===== config.mk =====
export PLATFORM = sky130hd
export DESIGN_NAME = mips_mc_controller
export DESIGN_NICKNAME = d
export VERILOG_FILES = /design/src/rtl/mips_mc_controller_pkg.sv /design/src/rtl/mips_mc_controller.sv
export SDC_FILE = /design/constraint.sdc
export NUM_CORES = 1
export LEC_CHECK = 0
export CAP_MARGIN = 40
export CORE_MARGIN = 2
export CORE_UTILIZATION = 38
export CTS_CLUSTER_DIAMETER = 100
export DETAILED_ROUTE_END_ITERATION = 12
export PLACE_DENSITY = 0.85
export SYNTH_ARGS = -nofsm -noshare
export SYNTH_HDL_FRONTEND = slang
export SYNTH_SLANG_ARGS = --single-unit

===== constraint.sdc =====
create_clock -name clk -period 2.85 [get_ports clk]
set_clock_uncertainty 0.1 [all_clocks]
set_input_delay 0.855 -clock clk [delete_from_list [all_inputs] [get_ports clk]]
set_output_delay 0.855 -clock clk [all_outputs]
set_load 0.02 [all_outputs]

===== src/rtl/mips_mc_controller_pkg.sv =====
// -----------------------------------------------------------------------------
// mips_defs
//   Shared definitions for the mini_mips multicycle controller:
//   opcodes, FSM state encodings, ALU operation codes and the mux
//   select codes used for alusrcb and pcsource.
// -----------------------------------------------------------------------------
package mips_defs;

  // Instruction opcodes (IR[31:26])
  localparam logic [5:0] OP_LB    = 6'h20;
  localparam logic [5:0] OP_SB    = 6'h28;
  localparam logic [5:0] OP_RTYPE = 6'h00;
  localparam logic [5:0] OP_BEQ   = 6'h04;
  localparam logic [5:0] OP_J     = 6'h02;
  localparam logic [5:0] OP_ADDI  = 6'h08;

  // Controller states; encoding 4'd15 is unused and recovers to FETCH1
  typedef enum logic [3:0] {
    S_FETCH1  = 4'd0,
    S_FETCH2  = 4'd1,
    S_FETCH3  = 4'd2,
    S_FETCH4  = 4'd3,
    S_DECODE  = 4'd4,
    S_MEMADR  = 4'd5,
    S_LBRD    = 4'd6,
    S_LBWR    = 4'd7,
    S_SBWR    = 4'd8,
    S_RTYPEEX = 4'd9,
    S_RTYPEWR = 4'd10,
    S_BEQEX   = 4'd11,
    S_JEX     = 4'd12,
    S_ADDIEX  = 4'd13,
    S_ADDIWR  = 4'd14
  } state_e;

  // ALU operation requested from the ALU decoder
  localparam logic [1:0] ALUOP_ADD   = 2'b00;
  localparam logic [1:0] ALUOP_SUB   = 2'b01;
  localparam logic [1:0] ALUOP_FUNCT = 2'b10;

  // ALU B operand select
  localparam logic [1:0] SRCB_REGB  = 2'b00;
  localparam logic [1:0] SRCB_ONE   = 2'b01;
  localparam logic [1:0] SRCB_IMM   = 2'b10;
  localparam logic [1:0] SRCB_BRIMM = 2'b11;

  // PC source select
  localparam logic [1:0] PCSRC_ALU    = 2'b00;
  localparam logic [1:0] PCSRC_ALUOUT = 2'b01;
  localparam logic [1:0] PCSRC_JUMP   = 2'b10;

endpackage


===== src/rtl/mips_mc_controller.sv =====
// -----------------------------------------------------------------------------
// mips_mc_controller
//   Moore multicycle control FSM for the 8-bit mini_mips datapath. Each
//   32-bit instruction is fetched as four byte reads, then decoded and
//   sequenced through LB, SB, R-type, BEQ, J or ADDI execution states.
//
// Ports
//   clk       in   system clock, rising edge
//   reset     in   synchronous active-high reset
//   op        in   opcode from IR[31:26]
//   zero      in   ALU zero flag
//   memread   out  memory read strobe
//   memwrite  out  memory write strobe
//   iord      out  address select: 0 = PC, 1 = ALUOut
//   irwrite   out  one-hot IR byte load enable
//   alusrca   out  ALU A select: 0 = PC, 1 = regA
//   alusrcb   out  ALU B select (see mips_defs SRCB_*)
//   aluop     out  ALU operation (see mips_defs ALUOP_*)
//   pcsource  out  PC mux select (see mips_defs PCSRC_*)
//   pcen      out  PC write enable
//   regwrite  out  register file write enable
//   regdst    out  destination select: 0 = rt, 1 = rd
//   memtoreg  out  writeback select: 0 = ALUOut, 1 = MDR
//   state     out  current state, debug only
// -----------------------------------------------------------------------------
module mips_mc_controller
  import mips_defs::*;
#(
  parameter int STATE_W = 4
) (
  input  logic               clk,
  input  logic               reset,
  input  logic [5:0]         op,
  input  logic               zero,
  output logic               memread,
  output logic               memwrite,
  output logic               iord,
  output logic [3:0]         irwrite,
  output logic               alusrca,
  output logic [1:0]         alusrcb,
  output logic [1:0]         aluop,
  output logic [1:0]         pcsource,
  output logic               pcen,
  output logic               regwrite,
  output logic               regdst,
  output logic               memtoreg,
  output logic [STATE_W-1:0] state
);

  state_e state_q;
  state_e state_d;

  // Decoded (pre-reset-gating) control values
  logic       memread_s;
  logic       memwrite_s;
  logic       iord_s;
  logic [3:0] irwrite_s;
  logic       alusrca_s;
  logic [1:0] alusrcb_s;
  logic [1:0] aluop_s;
  logic [1:0] pcsource_s;
  logic       pcwrite_s;
  logic       pcwritecond_s;
  logic       regwrite_s;
  logic       regdst_s;
  logic       memtoreg_s;

  // State register with synchronous reset to FETCH1
  always_ff @(posedge clk) begin
    if (reset) begin
      state_q <= S_FETCH1;
    end else begin
      state_q <= state_d;
    end
  end

  // Next-state logic; op is only consulted in DECODE and MEMADR
  always_comb begin
    state_d = S_FETCH1;
    case (state_q)
      S_FETCH1:  state_d = S_FETCH2;
      S_FETCH2:  state_d = S_FETCH3;
      S_FETCH3:  state_d = S_FETCH4;
      S_FETCH4:  state_d = S_DECODE;
      S_DECODE: begin
        case (op)
          OP_LB, OP_SB: state_d = S_MEMADR;
          OP_RTYPE:     state_d = S_RTYPEEX;
          OP_BEQ:       state_d = S_BEQEX;
          OP_J:         state_d = S_JEX;
          OP_ADDI:      state_d = S_ADDIEX;
          default:      state_d = S_FETCH1;  // unknown opcode behaves as NOP
        endcase
      end
      S_MEMADR: begin
        if (op == OP_LB) begin
          state_d = S_LBRD;
        end else begin
          state_d = S_SBWR;
        end
      end
      S_LBRD:    state_d = S_LBWR;
      S_RTYPEEX: state_d = S_RTYPEWR;
      S_ADDIEX:  state_d = S_ADDIWR;
      S_LBWR, S_SBWR, S_RTYPEWR, S_BEQEX, S_JEX, S_ADDIWR: state_d = S_FETCH1;
      default:   state_d = S_FETCH1;
    endcase
  end

  // Moore output decode from the current state
  always_comb begin
    memread_s     = 1'b0;
    memwrite_s    = 1'b0;
    iord_s        = 1'b0;
    irwrite_s     = 4'b0000;
    alusrca_s     = 1'b0;
    alusrcb_s     = SRCB_REGB;
    aluop_s       = ALUOP_ADD;
    pcsource_s    = PCSRC_ALU;
    pcwrite_s     = 1'b0;
    pcwritecond_s = 1'b0;
    regwrite_s    = 1'b0;
    regdst_s      = 1'b0;
    memtoreg_s    = 1'b0;
    case (state_q)
      S_FETCH1, S_FETCH2, S_FETCH3, S_FETCH4: begin
        // Each fetch cycle loads one IR byte and bumps PC by one
        memread_s = 1'b1;
        alusrcb_s = SRCB_ONE;
        pcwrite_s = 1'b1;
        case (state_q)
          S_FETCH1: irwrite_s = 4'b0001;
          S_FETCH2: irwrite_s = 4'b0010;
          S_FETCH3: irwrite_s = 4'b0100;
          S_FETCH4: irwrite_s = 4'b1000;
          default:  irwrite_s = 4'b0000;
        endcase
      end
      S_DECODE: begin
        // Precompute the branch target into ALUOut
        alusrcb_s = SRCB_BRIMM;
      end
      S_MEMADR: begin
        alusrca_s = 1'b1;
        alusrcb_s = SRCB_IMM;
      end
      S_LBRD: begin
        memread_s = 1'b1;
        iord_s    = 1'b1;
      end
      S_LBWR: begin
        regwrite_s = 1'b1;
        memtoreg_s = 1'b1;
      end
      S_SBWR: begin
        memwrite_s = 1'b1;
        iord_s     = 1'b1;
      end
      S_RTYPEEX: begin
        alusrca_s = 1'b1;
        aluop_s   = ALUOP_FUNCT;
      end
      S_RTYPEWR: begin
        regwrite_s = 1'b1;
        regdst_s   = 1'b1;
      end
      S_BEQEX: begin
        alusrca_s     = 1'b1;
        aluop_s       = ALUOP_SUB;
        pcwritecond_s = 1'b1;
        pcsource_s    = PCSRC_ALUOUT;
      end
      S_JEX: begin
        pcwrite_s  = 1'b1;
        pcsource_s = PCSRC_JUMP;
      end
      S_ADDIEX: begin
        alusrca_s = 1'b1;
        alusrcb_s = SRCB_IMM;
      end
      S_ADDIWR: begin
        regwrite_s = 1'b1;
      end
      default: begin
        memread_s = 1'b0;
      end
    endcase
  end

  // Reset gating: while reset is high nothing may strobe, so an instruction
  // interrupted by reset cannot complete a partial register/memory write.
  always_comb begin
    if (reset) begin
      memread  = 1'b0;
      memwrite = 1'b0;
      iord     = 1'b0;
      irwrite  = 4'b0000;
      alusrca  = 1'b0;
      alusrcb  = 2'b00;
      aluop    = 2'b00;
      pcsource = 2'b00;
      pcen     = 1'b0;
      regwrite = 1'b0;
      regdst   = 1'b0;
      memtoreg = 1'b0;
    end else begin
      memread  = memread_s;
      memwrite = memwrite_s;
      iord     = iord_s;
      irwrite  = irwrite_s;
      alusrca  = alusrca_s;
      alusrcb  = alusrcb_s;
      aluop    = aluop_s;
      pcsource = pcsource_s;
      pcen     = pcwrite_s | (pcwritecond_s & zero);
      regwrite = regwrite_s;
      regdst   = regdst_s;
      memtoreg = memtoreg_s;
    end
  end

  assign state = STATE_W'(state_q);

endmodule

Word-level counts from Yosys, hierarchy flattened
Index checks and enable logic that the tools add are counted.
Widths: inputs -> output; s select.
{ "classes": {"bitwise": 2, "mux": 29, "eq_ne": 19, "n_reduce_logical": 10} }
{ "op_table": {"columns": ["op", "count"], "rows": [
  ["$pmux 4 s9", 1],
  ["$eq 4x4->1 const B", 7],
  ["$pmux 4 s5", 1],
  ["$mux 1", 17],
  ["$eq 4x3->1 const B", 4],
  ["$pmux 4 s4", 1],
  ["$eq 6x6->1 const B", 2],
  ["$mux 4", 3],
  ["$reduce_or 5->1", 2],
  ["$eq 4x2->1 const B", 2],
  ["$pmux 2 s2", 2],
  ["$reduce_or 4->1", 2],
  ["$eq 6x2->1 const B", 1],
  ["$eq 6x3->1 const B", 1],
  ["$eq 6x4->1 const B", 1],
  ["$logic_not 6->1", 1],
  ["$mux 2", 3],
  ["$pmux 2 s3", 1],
  ["$reduce_or 2->1", 3],
  ["$eq 4x1->1 const B", 1],
  ["$logic_not 4->1", 1],
  ["$reduce_or 3->1", 1],
  ["$and 1x1->1", 1],
  ["$or 1x1->1", 1]
]} }
{ "totals": {"wordCells": 61, "inputBits": 9, "register_bits": 4, "output_inout_bits": 22} }

Logic depth before layout (Yosys ltp)
{ "logic_depth": {"ltp_word": 5, "mapped_depth": 5, "depth_no_buf": 4} }

Least setup slack after synthesis
OpenSTA, ideal clock, no wires.
{ "synth_timing": {"path_kind": "input to output", "startpoint": "in reset", "endpoint": "out irwrite[1]", "slack_ps": -6, "arrival_time_ps": 1901, "n_path_buf": 1, "stages": 3, "path_cell_list": "clkbuf_1 -> nand2b_1 -> nor4_1"} }
{ "synth_via": {"elab_chain_cells": 1} }
{ "synth_lines": {"columns": ["item", "line_no", "text"], "rows": [
  ["from (decl)", "mips_mc_controller.sv:32", "input logic reset,"],
  ["$mux 4", "mips_mc_controller.sv:193", "if (reset) begin"],
  ["to (decl)", "mips_mc_controller.sv:38", "output logic [3:0] irwrite,"]
]} }
No other way between the ends.

Final worst setup path
{ "layout_timing": {"startpoint": "in zero", "endpoint": "out pcen"} }
{ "layout_via": {"elab_chain_cells": 3} }
{ "layout_lines": {"columns": ["item", "line_no", "text"], "rows": [
  ["from (decl)", "mips_mc_controller.sv:34", "input logic zero,"],
  ["$and 1x1->1", "mips_mc_controller.sv:215", "pcen = pcwrite_s | (pcwritecond_s & zero);"],
  ["$or 1x1->1", "mips_mc_controller.sv:215", null],
  ["$mux 1", "mips_mc_controller.sv:193", null],
  ["to (decl)", "mips_mc_controller.sv:43", "output logic pcen,"]
]} }
No other way between the ends.

==> metrics.log <==
[metrics] floorplan row count: 13
[metrics] Post-synth top cells: sky130_fd_sc_hd__nor3_1 (13), sky130_fd_sc_hd__nor2_1 (9), sky130_fd_sc_hd__a21oi_1 (8)
[metrics] # Max-Cap Violations: 0
[metrics] cell-by-cell listing of the critical path: clkdlybuf4s50_1 > nand3_1 > a21oi_1 > a31oi_1 > nor2_1 > buf_2
[metrics] category of the critical setup timing path: input pin to output port
[metrics] Overflow after GRT: 0
[metrics] Post-synth top flop: sky130_fd_sc_hd__dfxtp_1
[metrics] clk sinks: 4
[metrics] FMAX: around 360 MHz
[metrics] antenna cells: 0
[metrics] cells after synthesis: between 80 and 90
[metrics] critical path arrival: approximately 1.9 ns
[metrics] Hold WC Path Type: flip-flop to flip-flop
[metrics] Top-Level Pins: 31
[metrics] #FFs+latches synth: 4
[metrics] Synth Area per Inst: 6.24 um^2
[metrics] Core ar.: about 1300 um^2
[metrics] power spent charging and discharging nets: 0.0856 mW
[metrics] floorplan die area: approximately 1600 um^2
[metrics] result of the run: finished clean
[metrics] cell-internal power: about 0.15 mW
[metrics] sequential power share: between 20% and 30%
[metrics] Vias: slightly above 700
[metrics] post-detailed-route wirelength per cell: about 13 um
[metrics] combinational share of power: between 30% and 40%
[metrics] worst-case vdd ir drop: about 0.19 mV
[metrics] total of cells resized after clock tree synthesis: between 70 and 80
[metrics] Layout Nets: between 100 and 150
[metrics] largest fanout on the critical path: 1
[metrics] cell type with the largest total area after synthesis: sky130_fd_sc_hd__dfxtp_1
[metrics] first-pass GRT wire length: roughly 2600 um
[metrics] count of cell types in the netlist: 28
[metrics] CTS hold repair buffers: 0
[metrics] Filler Cells Inserted: approximately 120
[metrics] Final Max Slew Viols: 0
[metrics] Largest stage delay, worst path: roughly 0.46 ns
[metrics] synthesized area: between 500 and 600 um^2
[metrics] TritonCTS clock tree: yes
[metrics] layout-stage area growth over the synthesis result: 59.7%
[metrics] power density of the placed cells: slightly below 300 nW/um^2
[metrics] leading cell type by number of instances after synthesis: sky130_fd_sc_hd__nor3_1
[metrics] overall global routing resource usage: between 20% and 30%
[metrics] slowest CP cell: sky130_fd_sc_hd__clkdlybuf4s50_1
[metrics] Detailed Routing Iterations Pass 1: 4
[metrics] worst slack at placement: -0.568 ns
[metrics] initial cell density of the core: 39.8%
[metrics] # Post-CTS Setup Buffers: 0
[metrics] required time at the worst-slack endpoint: around 1.9 ns
[metrics] largest net degree at the start of global routing: 17
[metrics] CTS buffer count: 3
[metrics] total nets after synthesis: 90
[metrics] fraction of registers with async set/reset: 0%
[metrics] RSZ-0062 raised after global routing: false
[metrics] die outline height: roughly 40 um
[metrics] Reg clk slew, reported paths: about 0.04 ns
[metrics] sum of routed wire length over all layers: between 1500 and 2000 um
[metrics] power after layout: between 0.2 and 0.25 mW
[metrics] sequential area share after synthesis: around 16%
[metrics] relative contribution of the clock network to total power: between 30% and 40%
[metrics] share of the clock period used by the worst path after layout: a little under 100%
[metrics] Yosys warning count: 0
[metrics] critical path launch point type: input pin
[metrics] via density per instance: about 5.7
[metrics] kind of cell adding the most delay to the critical path: buffers and inverters
[metrics] number of global-route vias before repair: about 640
[metrics] insertion delay of the later-clocked pin in the worst-skew pair: between 0.2 and 0.3 ns
[metrics] largest cells by area after synthesis: sky130_fd_sc_hd__dfxtp_1 (16%), sky130_fd_sc_hd__nor3_1 (13%), sky130_fd_sc_hd__a21oi_1 (7.9%)
[metrics] number of nets still failing antenna checks after routing: 0
[metrics] Yosys top cell area share: 15.8%
[metrics] number of I/O port buffers: 30
[metrics] Starting DRT DRC Count: 25
[metrics] share of layout cells above drive strength 1: 24.1%
[metrics] Sw Ratio: 36.8%
[metrics] combined buffer and inverter count along the critical path: 2
[metrics] category of the worst setup path capture point: output port
[metrics] worst slew pin tran: ~0.32 ns
[metrics] minimum period implied by the final worst setup slack: 2.81 ns
[metrics] horizontal die dimension: roughly 40 um
[metrics] root buffer cell: sky130_fd_sc_hd__clkbuf_4
[metrics] relative slew slack: ~80%
[metrics] max FFs per register: 4
[metrics] number of enable-type register cells in the synthesized netlist: 0
[metrics] smallest setup slack after layout: ~0.045 ns
[metrics] final weighted congestion of routability-driven global placement: ~0.84
[metrics] worst-case clock buffer depth: 2
[metrics] total number of H-tree levels: 1
[metrics] number of antenna violations at the first check in global routing: 0
[metrics] number of endpoints with negative hold slack in the final report: 0
[metrics] post-detailed-placement half-perimeter wirelength: 1190 um
[metrics] DRC viols: 0
[metrics] leakage component of the power: between 0.3 and 0.4 nW
[metrics] number of failing setup endpoints in the final timing report: 0
==> stage by stage <==
stage	area (um^2)	cells	util (%)	hold slack [ns]	TNS (ns)
floorplan	505	81	-	0.635	-0.0124
global placement	835	124	65.8	0.617	-8.36
detailed placement	835	124	65.8	0.609	-8.81
CTS	807	127	63.6	0.632	0
global route	807	127	63.6	0.674	0
finish	807	127	63.6	0.630	0
==> layout make-up <==
cell class,count,area (um^2),share of cell area (%)
well taps,15,18.8,2.33
flip-flops and latches,4,80.1,9.92
multi-input cells,68,399,49.5
repair buffers,36,283,35.0
inverters,1,3.75,0.465
clock buffers,3,22.5,2.79
==> layout by cell type (no fill, tap or decap), types with 2 or more instances in the layout <==
| master | n |
|---|---|
| sky130_fd_sc_hd__o21ai_0 | 4 |
| sky130_fd_sc_hd__buf_2 | 12 |
| sky130_fd_sc_hd__or3_1 | 2 |
| sky130_fd_sc_hd__o21bai_1 | 2 |
| sky130_fd_sc_hd__dlygate4sd2_1 | 3 |
| sky130_fd_sc_hd__nor3b_1 | 2 |
| sky130_fd_sc_hd__buf_4 | 6 |
| sky130_fd_sc_hd__nor2_1 | 9 |
| sky130_fd_sc_hd__a21oi_1 | 8 |
| sky130_fd_sc_hd__nand2b_1 | 2 |
| sky130_fd_sc_hd__nor4_1 | 3 |
| sky130_fd_sc_hd__nor3_1 | 13 |
| sky130_fd_sc_hd__nand2_1 | 6 |
| sky130_fd_sc_hd__clkdlybuf4s50_1 | 11 |
| sky130_fd_sc_hd__clkbuf_4 | 3 |
| sky130_fd_sc_hd__clkdlybuf4s15_1 | 3 |
| sky130_fd_sc_hd__nor2b_1 | 4 |
| sky130_fd_sc_hd__dfxtp_1 | 4 |
==> power by group through the flow <==
| stage | combinational [mW] | clock, mW | sequential (mW) |
|---|---|---|---|
| 2_1_floorplan | 0.0479 | 0 | 0.0673 |
| 3_3_place_gp | 0.0936 | 0 | 0.0654 |
| 3_5_place_dp | 0.0946 | 0 | 0.0652 |
| 4_1_cts | 0.0916 | 0.0772 | 0.0653 |
| 5_1_grt | 0.0998 | 0.0807 | 0.0661 |
| 6_report | 0.0915 | 0.0758 | 0.0655 |
==> kinds of logic after synthesis <==
kind of cell / count (synthesis) / share of synthesized area [%]
compound gates: 21 / 25.5
buf+inv: 9 / 7.67
flops: 4 / 15.8
simple gates: 47 / 51.0
==> worst paths after layout <==
check	from	end	slack, ns	depth (start not counted)
setup / recovery	zero	pcen	0.04	6
hold / removal	state[1]	state[3]	0.63	2
setup reg to reg	state[2]	state[2]	1.06	5
hold reg to reg	state[1]	state[3]	0.63	2
==> routing by layer <==
metal  vias up  track usage (%)  routed length [um]
met4         0             12.5                  42
met1       318             27.4                 705
li1        364                -                   -
met5         -                0                   0
met2        38             44.0                 819
met3         5             1.67                 104
==> worst reg2reg max path, stage by stage, from the launching register on <==
cell                       delay, ns
sky130_fd_sc_hd__dfxtp_1        0.43
sky130_fd_sc_hd__buf_4          0.24
sky130_fd_sc_hd__or4b_4         0.48
sky130_fd_sc_hd__nor4b_2        0.23
sky130_fd_sc_hd__o21bai_1       0.10
sky130_fd_sc_hd__a21oi_1        0.13
Power figures use the tool's default switching activity.
